===== src/rtl/skeleton_result_packer_if.sv =====
// Packer-side bundle: skeleton capture inputs, byte-stream handshake and status.
// The source/sink side takes master, the packer takes slave.
interface skeleton_result_packer_if #(
  parameter int BITWIDTH_SYS  = 16,
  parameter int BITWIDTH_HEAD = 32,
  parameter int FIFO_DEPTH    = 8
);
  localparam int LEVEL_W = $clog2(FIFO_DEPTH) + 1;

  logic                     EN;
  logic                     START_FLAG;
  logic [BITWIDTH_SYS-1:0]  DATA_IN;
  logic [BITWIDTH_HEAD-7:0] DATA_HEAD_IN;
  logic                     DATA_VALID_IN;
  logic [7:0]               TX_DATA;
  logic                     TX_VALID;
  logic                     TX_READY;
  logic [LEVEL_W-1:0]       FIFO_LEVEL;
  logic                     OVERFLOW;

  modport master (
    output EN, START_FLAG, DATA_IN, DATA_HEAD_IN, DATA_VALID_IN, TX_READY,
    input  TX_DATA, TX_VALID, FIFO_LEVEL, OVERFLOW
  );

  modport slave (
    input  EN, START_FLAG, DATA_IN, DATA_HEAD_IN, DATA_VALID_IN, TX_READY,
    output TX_DATA, TX_VALID, FIFO_LEVEL, OVERFLOW
  );
endinterface


===== src/rtl/skeleton_result_packer.sv =====
// Buffers skeleton result words in a FIFO and serialises them as bytes, inserting
// a 0xA5 + 4-byte header frame after every START_FLAG.
module skeleton_result_packer #(
  parameter int BITWIDTH_SYS  = 16,
  parameter int BITWIDTH_HEAD = 32,
  parameter int FIFO_DEPTH    = 8
) (
  input  logic                    CLK_SYS,
  input  logic                    RST,
  skeleton_result_packer_if.slave bus
);
  localparam int BYTES     = BITWIDTH_SYS / 8;
  localparam int PTR_W     = $clog2(FIFO_DEPTH);
  localparam int LEVEL_W   = PTR_W + 1;
  localparam int HEAD_W    = BITWIDTH_HEAD - 6;
  localparam int IDX_W     = ($clog2(BYTES) > 2) ? $clog2(BYTES) : 2;
  localparam logic [7:0] SYNC_BYTE = 8'hA5;

  typedef enum logic [1:0] {ST_IDLE, ST_SYNC, ST_HEAD, ST_WORD} state_t;

  state_t                  state_reg, state_next;
  logic [IDX_W-1:0]        idx_reg, idx_next;
  logic                    hdr_pending_reg, hdr_pending_next;
  logic                    hdr_clear;
  logic [HEAD_W-1:0]       head_reg;
  logic [BITWIDTH_SYS-1:0] mem [FIFO_DEPTH];
  logic [PTR_W-1:0]        wr_ptr_reg, rd_ptr_reg;
  logic [LEVEL_W-1:0]      level_reg;
  logic                    overflow_reg;

  logic                    tx_valid;
  logic [7:0]              tx_data;
  logic                    handshake;
  logic                    fifo_empty, fifo_full;
  logic                    push_req, push_ok, pop;
  logic                    last_word_byte;
  logic                    words_after_pop;
  logic [BITWIDTH_SYS-1:0] fifo_head;
  logic [31:0]             hdr_word;
  logic [7:0]              hdr_byte  [4];
  logic [7:0]              word_byte [BYTES];

  // FIFO control
  assign fifo_empty     = (level_reg == '0);
  assign fifo_full      = (level_reg == LEVEL_W'(FIFO_DEPTH));
  assign tx_valid       = (state_reg != ST_IDLE);
  assign handshake      = tx_valid && bus.TX_READY;
  assign last_word_byte = (state_reg == ST_WORD) && (idx_reg == IDX_W'(BYTES - 1));
  assign pop            = handshake && last_word_byte;
  assign push_req       = bus.EN && bus.DATA_VALID_IN && !bus.START_FLAG;
  // A full FIFO still accepts a word when the head is leaving on this same edge.
  assign push_ok        = push_req && (!fifo_full || pop);
  assign words_after_pop = (level_reg > LEVEL_W'(1)) || push_ok;

  // The head word is read combinationally so the byte mux sees it without a bubble.
  assign fifo_head = mem[rd_ptr_reg];
  assign hdr_word  = {{(32 - HEAD_W){1'b0}}, head_reg};

  genvar gi;
  generate
    for (gi = 0; gi < 4; gi++) begin : g_hdr_bytes
      assign hdr_byte[gi] = hdr_word[31 - 8*gi -: 8];
    end
    for (gi = 0; gi < BYTES; gi++) begin : g_word_bytes
      assign word_byte[gi] = fifo_head[BITWIDTH_SYS - 1 - 8*gi -: 8];
    end
  endgenerate

  // FSM state register
  always_ff @(posedge CLK_SYS or posedge RST) begin
    if (RST) begin
      state_reg       <= ST_IDLE;
      idx_reg         <= '0;
      hdr_pending_reg <= 1'b0;
    end else begin
      state_reg       <= state_next;
      idx_reg         <= idx_next;
      hdr_pending_reg <= hdr_pending_next;
    end
  end

  // FSM next-state logic
  always_comb begin
    state_next = state_reg;
    idx_next   = idx_reg;
    hdr_clear  = 1'b0;
    case (state_reg)
      ST_IDLE: begin
        if (hdr_pending_reg || bus.START_FLAG) begin
          state_next = ST_SYNC;
          idx_next   = '0;
        end else if (!fifo_empty) begin
          state_next = ST_WORD;
          idx_next   = '0;
        end
      end
      ST_SYNC: begin
        if (handshake) begin
          state_next = ST_HEAD;
          idx_next   = '0;
        end
      end
      ST_HEAD: begin
        if (handshake) begin
          if (idx_reg == IDX_W'(3)) begin
            hdr_clear  = 1'b1;
            idx_next   = '0;
            state_next = fifo_empty ? ST_IDLE : ST_WORD;
          end else begin
            idx_next = idx_reg + IDX_W'(1);
          end
        end
      end
      ST_WORD: begin
        if (handshake) begin
          if (last_word_byte) begin
            idx_next = '0;
            if (hdr_pending_reg)      state_next = ST_SYNC;
            else if (words_after_pop) state_next = ST_WORD;
            else                      state_next = ST_IDLE;
          end else begin
            idx_next = idx_reg + IDX_W'(1);
          end
        end
      end
      default: begin
        state_next = ST_IDLE;
        idx_next   = '0;
      end
    endcase
  end

  // A new START_FLAG wins over the clear at the end of a header frame.
  always_comb begin
    hdr_pending_next = hdr_pending_reg;
    if (bus.START_FLAG)  hdr_pending_next = 1'b1;
    else if (hdr_clear)  hdr_pending_next = 1'b0;
  end

  // FSM output logic
  always_comb begin
    tx_data = 8'h00;
    case (state_reg)
      ST_SYNC: tx_data = SYNC_BYTE;
      ST_HEAD: begin
        for (int i = 0; i < 4; i++) begin
          if (idx_reg == IDX_W'(i)) tx_data = hdr_byte[i];
        end
      end
      ST_WORD: begin
        for (int i = 0; i < BYTES; i++) begin
          if (idx_reg == IDX_W'(i)) tx_data = word_byte[i];
        end
      end
      default: tx_data = 8'h00;
    endcase
  end

  // Pointers, level, header latch and sticky overflow
  always_ff @(posedge CLK_SYS or posedge RST) begin
    if (RST) begin
      wr_ptr_reg   <= '0;
      rd_ptr_reg   <= '0;
      level_reg    <= '0;
      head_reg     <= '0;
      overflow_reg <= 1'b0;
    end else begin
      if (push_ok) wr_ptr_reg <= wr_ptr_reg + PTR_W'(1);
      if (pop)     rd_ptr_reg <= rd_ptr_reg + PTR_W'(1);
      case ({push_ok, pop})
        2'b10:   level_reg <= level_reg + LEVEL_W'(1);
        2'b01:   level_reg <= level_reg - LEVEL_W'(1);
        default: level_reg <= level_reg;
      endcase
      if (bus.START_FLAG) begin
        head_reg     <= bus.DATA_HEAD_IN;
        overflow_reg <= 1'b0;
      end else if (push_req && !push_ok) begin
        overflow_reg <= 1'b1;
      end
    end
  end

  always_ff @(posedge CLK_SYS) begin
    if (push_ok) mem[wr_ptr_reg] <= bus.DATA_IN;
  end

  assign bus.TX_VALID   = tx_valid;
  assign bus.TX_DATA    = tx_data;
  assign bus.FIFO_LEVEL = level_reg;
  assign bus.OVERFLOW   = overflow_reg;

endmodule


===== src/flat_wrapper.sv =====
// flat-port wrapper written by rule: the top's interface ports become plain ports
module skeleton_result_packer_flat 
#(
  parameter int BITWIDTH_SYS  = 16,
  parameter int BITWIDTH_HEAD = 32,
  parameter int FIFO_DEPTH    = 8
)
  (CLK_SYS, RST, bus_EN, bus_START_FLAG, bus_DATA_IN, bus_DATA_HEAD_IN, bus_DATA_VALID_IN, bus_TX_READY, bus_TX_DATA, bus_TX_VALID, bus_FIFO_LEVEL, bus_OVERFLOW);
  skeleton_result_packer_if #(.BITWIDTH_SYS(BITWIDTH_SYS), .BITWIDTH_HEAD(BITWIDTH_HEAD), .FIFO_DEPTH(FIFO_DEPTH)) bus_i ();
  input  logic CLK_SYS;
  input  logic RST;
  input wire logic [$bits(bus_i.EN)-1:0] bus_EN;
  input wire logic [$bits(bus_i.START_FLAG)-1:0] bus_START_FLAG;
  input wire logic [$bits(bus_i.DATA_IN)-1:0] bus_DATA_IN;
  input wire logic [$bits(bus_i.DATA_HEAD_IN)-1:0] bus_DATA_HEAD_IN;
  input wire logic [$bits(bus_i.DATA_VALID_IN)-1:0] bus_DATA_VALID_IN;
  input wire logic [$bits(bus_i.TX_READY)-1:0] bus_TX_READY;
  output wire logic [$bits(bus_i.TX_DATA)-1:0] bus_TX_DATA;
  output wire logic [$bits(bus_i.TX_VALID)-1:0] bus_TX_VALID;
  output wire logic [$bits(bus_i.FIFO_LEVEL)-1:0] bus_FIFO_LEVEL;
  output wire logic [$bits(bus_i.OVERFLOW)-1:0] bus_OVERFLOW;
  assign bus_i.EN = bus_EN;
  assign bus_i.START_FLAG = bus_START_FLAG;
  assign bus_i.DATA_IN = bus_DATA_IN;
  assign bus_i.DATA_HEAD_IN = bus_DATA_HEAD_IN;
  assign bus_i.DATA_VALID_IN = bus_DATA_VALID_IN;
  assign bus_i.TX_READY = bus_TX_READY;
  assign bus_TX_DATA = bus_i.TX_DATA;
  assign bus_TX_VALID = bus_i.TX_VALID;
  assign bus_FIFO_LEVEL = bus_i.FIFO_LEVEL;
  assign bus_OVERFLOW = bus_i.OVERFLOW;
  skeleton_result_packer #(.BITWIDTH_SYS(BITWIDTH_SYS), .BITWIDTH_HEAD(BITWIDTH_HEAD), .FIFO_DEPTH(FIFO_DEPTH)) u_core (.CLK_SYS(CLK_SYS), .RST(RST), .bus(bus_i));
endmodule

===== config.mk =====
export PLATFORM = sky130hd
export DESIGN_NAME = skeleton_result_packer_flat
export DESIGN_NICKNAME = d
export VERILOG_FILES = /design/src/rtl/skeleton_result_packer_if.sv /design/src/rtl/skeleton_result_packer.sv /design/src/flat_wrapper.sv
export SDC_FILE = /design/constraint.sdc
export NUM_CORES = 1
export LEC_CHECK = 0
export CAP_MARGIN = 20
export CORE_MARGIN = 2
export CORE_UTILIZATION = 28
export CTS_CLUSTER_DIAMETER = 100
export DETAILED_ROUTE_END_ITERATION = 7
export MAX_ROUTING_LAYER = met4
export PLACE_DENSITY = 0.55
export SLEW_MARGIN = 10
export SYNTH_ARGS = -nofsm -noshare
export SYNTH_HDL_FRONTEND = slang
export SYNTH_SLANG_ARGS = --single-unit

===== constraint.sdc =====
create_clock -name CLK_SYS -period 6.2 [get_ports CLK_SYS]
set_input_delay 0.93 -clock CLK_SYS [delete_from_list [all_inputs] [get_ports CLK_SYS]]
set_output_delay 0.93 -clock CLK_SYS [all_outputs]
set_load 0.1 [all_outputs]

==> out/results.tsv, run 1 <==
metric	value	unit
worst setup margin	1.52	ns
GRT met1 Usage	16.5	%
GR Overflow Total	0	
Critical Path Start Type	flip-flop	
kind of end point of the critical path	output port	
Post-Syn Area	0.00722	mm2
Clk Tree Root Cell	clkbuf_16	
Layout Nets	542	
normalized max-slew margin	28.3	%
average wire per standard cell	19.5	um
worst hold-check path type	reg -> reg	
clock latency on the worst-skew pair	0.43	ns
synthesized flop and latch total	170	
drt pass-1 iters	6	
Die H	165	um
Setup-failing EPs final	0	
Netlist cell types	46	
fin crit period	4.68	ns
dominant synthesized flop cell	edfxtp_1	
RSZ-0062 raised after global routing	no	
H-tree levels	4	
Starting Density	28.6	%
CTS tree	done	
Min Hold Slack	0.508	ns
simple-gate portion of the synthesized area	5.44	%
compound-cell area share of the yosys netlist	4.49	%
max incr delay on CP	1.00	ns
GRT Total Usage	12.8	%
Max Cap Violations	0	
GRT Max-Usage Layer	met2	
crit-path max FO	30	
Cell Pwr Density	472	mW/mm2
slew at the pin closest to its max-slew limit	1.07	ns
cell count after synthesis	415	
CP startpoint	u_core.rd_ptr_reg[0]	
Multi-input gate area	0.00218	mm2
commonest cells after routing, fill and taps aside	edfxtp_1, clkdlybuf4s50_1, dfrtp_1	
CTS Buf Count	17	
Final Hold Fails	0	
max-slew violations	0	
initial antenna violation count	1	
max reg flops	128	
crit-path leading delay family	flip-flops	
CP max-delay cell	dfrtp_2	
P&R area growth vs syn	23.0	%
status	complete, no violations	
Leak Pwr	3.07	nW
number of synthesized flops with an enable pin	128	
reg2reg start	u_core.idx_reg[1]	
# rows	58	
largest net degree at the start of global routing	43	
Chip Width	165	um
post-synthesis adder-cell area fraction	1.91	%
largest family of logic cells by synthesized area	multiplexers	
final clock skew	0.0143	ns
first-pass GRT wire length	24600	um
CP cell instances	mux4_1 -> mux2_2 -> a32oi_1 -> nand2_1 -> clkdlybuf4s50_1	
Fillers	2411	
post-CTS resize count	0	
Iter 0 DRT Violations	381	
Max clock buf depth	2	
vias in the first global route	4221	
Reg clk slew, reported paths	0.07	ns
Post-Synth XOR/XNOR Area	0.970	%
fmax	214	MHz
Buffers on Ports	61	
clk sinks	170	
DRC	0	
Arr. time, crit path	3.75	ns
Worst Path Buf+Inv	1	
HP Start	u_core.head_reg[23]	
Place WS	1.69	ns
asr flop ratio synth	24.7	%
layout cell share with drive strength beyond 1	21.2	%
Post-CTS Hold Fix Bufs	0	
WP data required	5.27	ns
post-synthesis mux area share	16.4	%
register area	0.00490	mm2
met2 Use GR	20.3	%
I/O pin count	62	
routing usage on met3	3.31	%
commonest non-fill, non-tap cell in the layout	edfxtp_1	
post-DP HPWL	10200	um
Worst Path Class, Setup	reg -> out	
Total Routed Length	16100	um
GPL Wtd Cong	0.720	
total negative slack	0	ns
mean post-synth cell area	17.4	um2
Die ar.	0.0271	mm2
Final period util	75.4	%
drt via density	4.71	
Peak VDD IR	0.649	mV
core area	0.0253	mm2
remaining antenna violation count	0	
Vias	3896	
yosys warns	0	
setup bufs post-CTS	0	
register area share after synthesis	67.8	%
Synthesized Nets	474	
stage by stage:
stage               utilization [%]  power [W]  std cells  instance area (um2)
floorplan                         -    0.00272        415                 7220
global placement               32.5    0.00311        790                 8200
detailed placement             32.5    0.00313        791                 8220
CTS                            35.0    0.00423        823                 8840
global route                   35.2    0.00439        827                 8880
finish                         35.2    0.00419        827                 8880
where the power goes:
part | switching (W) | internal, W
combinational | 0.00104 | 0.000579
clock | 0.000502 | 0.000586
sequential | 0.000170 | 0.00132
total | 0.00171 | 0.00249
worst reg2reg max path, cell delays in order (launching register included):
cell	delay [ns]
dfrtp_1	0.40
inv_1	0.11
ha_1	0.48
nand4_1	0.38
a41oi_2	0.48
inv_1	0.21
nor3_4	0.84
cell usage after synthesis (4+ instances only):
library cell / count / share of area [%]
nor2_1: 8 / 0.42
buf_4: 6 / 0.62
buf_6: 5 / 0.78
nor2b_1: 5 / 0.43
mux2i_1: 5 / 0.69
nor3_1: 5 / 0.35
mux2_2: 33 / 5.1
xnor2_1: 6 / 0.73
inv_1: 14 / 0.73
ha_1: 11 / 1.9
dfrtp_1: 42 / 15
a31oi_1: 6 / 0.52
a32oi_1: 5 / 0.61
nand2b_1: 8 / 0.69
mux4_1: 11 / 4.0
nand4_1: 6 / 0.52
nand3_1: 6 / 0.42
buf_2: 4 / 0.28
o21ai_0: 6 / 0.42
a221o_1: 5 / 0.69
mux4_2: 21 / 6.5
edfxtp_1: 128 / 53
nand2_1: 23 / 1.2
a21oi_1: 7 / 0.48
buf_1: 5 / 0.26
per-layer routing:
metal,share of wire [%],vias to the layer above
li1,-,1782
met1,47,1996
met2,46,112
met3,6.6,6
met4,0.43,0
met5,0,-
worst paths after layout:
| check | slack, ns | endpoint | depth (start not counted) |
|---|---|---|---|
| worst max register to register | 2.92 | u_core.mem[5][0] | 6 |
| worst min register to register | 0.51 | u_core.head_reg[23] | 1 |
| max in group asynchronous | 4.85 | u_core.rd_ptr_reg[0] | 3 |
| worst max-delay path | 1.52 | bus_TX_DATA[3] | 5 |
| worst min-delay path | 0.51 | u_core.head_reg[23] | 1 |
| min in group asynchronous | 0.96 | u_core.bus.FIFO_LEVEL[3] | 3 |
layout make-up:
type / instances / share of cell area [%]
antenna: 1 / 0.0282
clock buffer: 17 / 4.79
sequential: 170 / 55.1
tap: 330 / 4.65
clock inverter: 15 / 2.21
multi-input combinational: 208 / 24.5
timing repair buffer: 72 / 8.11
inverter: 14 / 0.592
kinds of logic (layout without fill, tap and decap cells):
| logic type | Yosys count | in the layout |
|---|---|---|
| other | 0 | 1 |
| buffers and inverters | 37 | 118 |
| adders and majority gates | 11 | 11 |
| and+or+nand+nor | 75 | 75 |
| xor gates and xnor gates | 8 | 8 |
| DFF | 170 | 170 |
| muxes | 70 | 70 |
| AOI/OAI and AO/OA | 44 | 44 |
Note: power is estimated with default switching activity, not from simulation.
==> run 2, diff against run 1 <==
Settings changed: PLACE_DENSITY 0.55 to 0.56.
Clock period 6.2 ns to 3.85 ns, I/O delays scaled along.
==> run 2 against run 1 <==
Effect of this change:
- critical path depth grew 2
- routed wire length fell by 1.2%
- register-to-register slack worse by 2.2 ns
- power is 61% higher
- sequential share of layout area rose by 0.26 points
- combinational power grew 60%
- sequential power up 61%
- sequential cell count did not move
- clock power up 62%
- utilization down 0.16 points
- critical path type unchanged
- largest cell class unchanged
==> out/results.tsv, run 2 (same netlist as run 1, synthesis figures left out) <==
metric	value	unit	change
status	complete, no violations		
drt pass-1 iters	4		-2
kind of end point of the critical path	output port		
largest net degree at the start of global routing	43		unchanged
post-DP HPWL	10400	um	+1.9%
core area	0.0253	mm2	unchanged
fmax	281	MHz	
Place WS	0.552	ns	-1.14 ns
Worst Path Buf+Inv	2		+1
DP Area	0.00823	mm2	+0.14%
GRT Total Usage	12.8	%	+0.073 points
max reg flops	128		unchanged
Reg clk slew, reported paths	0.06	ns	about the same
max-slew violations	0		unchanged
# rows	58		unchanged
initial antenna violation count	0		-1
Buffers on Ports	61		unchanged
fin crit period	3.56	ns	
Max Cap Violations	0		unchanged
remaining antenna violation count	0		unchanged
Clk Tree Root Cell	clkbuf_16		
Max clock buf depth	2		unchanged
final clock skew	0.00994	ns	-0.00437 ns
Die H	165	um	unchanged
Layout Nets	546		+0.74%
total negative slack	0	ns	unchanged
CP max-delay cell	a2111oi_1		
Total Routed Length	15900	um	-1.2%
Peak VDD IR	0.945	mV	+46%
Vias	3976		+2.1%
max incr delay on CP	0.69	ns	-0.31 ns
Die ar.	0.0271	mm2	unchanged
Antenna diodes	0		-1
Critical Path Start Type	flip-flop		
worst hold-check path type	reg -> reg		
slew at the pin closest to its max-slew limit	0.979	ns	-0.0938 ns
RSZ-0062 raised after global routing	no		
commonest non-fill, non-tap cell in the layout	edfxtp_1		
Iter 0 DRT Violations	335		-12%
commonest cells after routing, fill and taps aside	edfxtp_1, clkdlybuf4s50_1, dfrtp_1		
clk sinks	170		unchanged
GR Overflow Total	0		unchanged
Final period util	92.6	%	
post-route cell area	0.00884	mm2	-0.46%
Worst Path Class, Setup	reg -> out		
WP data required	3.27	ns	-2.00 ns
crit-path max FO	14		-53%
CTS Buf Count	17		unchanged
I/O pin count	62		unchanged
GPL Wtd Cong	0.768		+6.6%
Starting Density	28.6	%	unchanged
average wire per standard cell	19.2	um	-1.6%
drt via density	4.79		+1.7%
CP cell instances	inv_1 -> ha_1 -> a21oi_1 -> a2111oi_1 -> nor2_1 -> a31oi_1 -> buf_4		
worst setup margin	0.285	ns	-1.24 ns
Chip Width	165	um	unchanged
first-pass GRT wire length	24500	um	-0.34%
DRC	0		unchanged
Leak Pwr	3.06	nW	-0.35%
normalized max-slew margin	34.6	%	+6.3 points
vias in the first global route	4204		-0.40%
Layout Utilization	35.0	%	-0.16 points
Final Hold Fails	0		unchanged
P&R area growth vs syn	22.4	%	
Arr. time, crit path	2.99	ns	-0.76 ns
Setup-failing EPs final	0		unchanged
CTS tree	done		
Fillers	2425		+0.58%
Cell Pwr Density	765	mW/mm2	+62%
clock latency on the worst-skew pair	0.43	ns	about the same
crit-path leading delay family	compound AO/OA/AOI/OAI gates		
layout cell share with drive strength beyond 1	23.4	%	+2.2 points
H-tree levels	4		unchanged
==> run 2: cell types whose count changed in the layout (fill, tap and decap cells not counted), sizes merged, moves of 2 or more <==
| cell | change |
|---|---|
| inv | -2 |
| bufinv | +2 |
| clkdlybuf4s50 | -8 |
| buf | +13 |
| clkinv | -3 |
| clkinvlp | +2 |
==> run 2: what timing repair did <==
item	in CTS	in global routing
buffers inserted	0	0
setup endpoints to repair	0	1
resized for setup	0	1
hold buffers	0	0
==> run 2: path summary, 6_finish.rpt <==
check | startpoint | end | slack (ns) | cells after the start
setup / recovery | u_core.idx_reg[1] | bus_TX_DATA[1] | 0.29 | 7
hold / removal | u_core.head_reg[5] | u_core.head_reg[5] | 0.50 | 1
setup reg to reg | u_core.idx_reg[1] | u_core.bus.FIFO_LEVEL[3] | 0.70 | 9
hold reg to reg | u_core.head_reg[5] | u_core.head_reg[5] | 0.50 | 1
max in group asynchronous | RST | u_core.rd_ptr_reg[0] | 2.86 | 3
min in group asynchronous | RST | u_core.hdr_pending_reg | 0.60 | 3
==> run 2: area by class of cell <==
class | count | area (um2) | share of cell area, %
sequential | 170 | 4900 | 55.4
clock inverter | 14 | 184 | 2.08
clock buffer | 18 | 429 | 4.85
inverter | 14 | 52.6 | 0.594
multi-input combinational | 208 | 2160 | 24.5
tap | 330 | 413 | 4.67
timing repair buffer | 76 | 703 | 7.95
==> run 2: worst reg2reg max path: stages, from the launching register on <==
cell and delay [ns]:
dfrtp_1 0.40, inv_1 0.12, ha_1 0.49, nand4_1 0.37, a41oi_2 0.45, inv_1 0.22
ha_1 0.28, or4_1 0.41, a21oi_1 0.18, xor2_1 0.15
==> run 2: where the power goes <==
part | total, W | internal, W | switching [W]
Sequential | 0.00240 | 0.00213 | 0.000276
Combinational | 0.00259 | 0.000906 | 0.00169
Clock | 0.00177 | 0.00104 | 0.000731
Total | 0.00676 | 0.00407 | 0.00269
==> run 2: routing by layer <==
| layer | track usage [%] | vias up | part of all wire, % |
|---|---|---|---|
| met5 | - | - | 0 |
| li1 | - | 1786 | - |
| met4 | 4.03 | 0 | 1.4 |
| met1 | 16.4 | 2075 | 45 |
| met3 | 3.26 | 18 | 5.3 |
| met2 | 20.1 | 97 | 48 |
==> run 2: metrics by stage <==
step	hold slack, ns	power, W	std cells
after floorplan	0.472	0.00439	415
after global placement	0.482	0.00501	798
after detailed placement	0.487	0.00505	798
after CTS	0.502	0.00683	830
after global routing	0.517	0.00709	830
final	0.497	0.00676	830
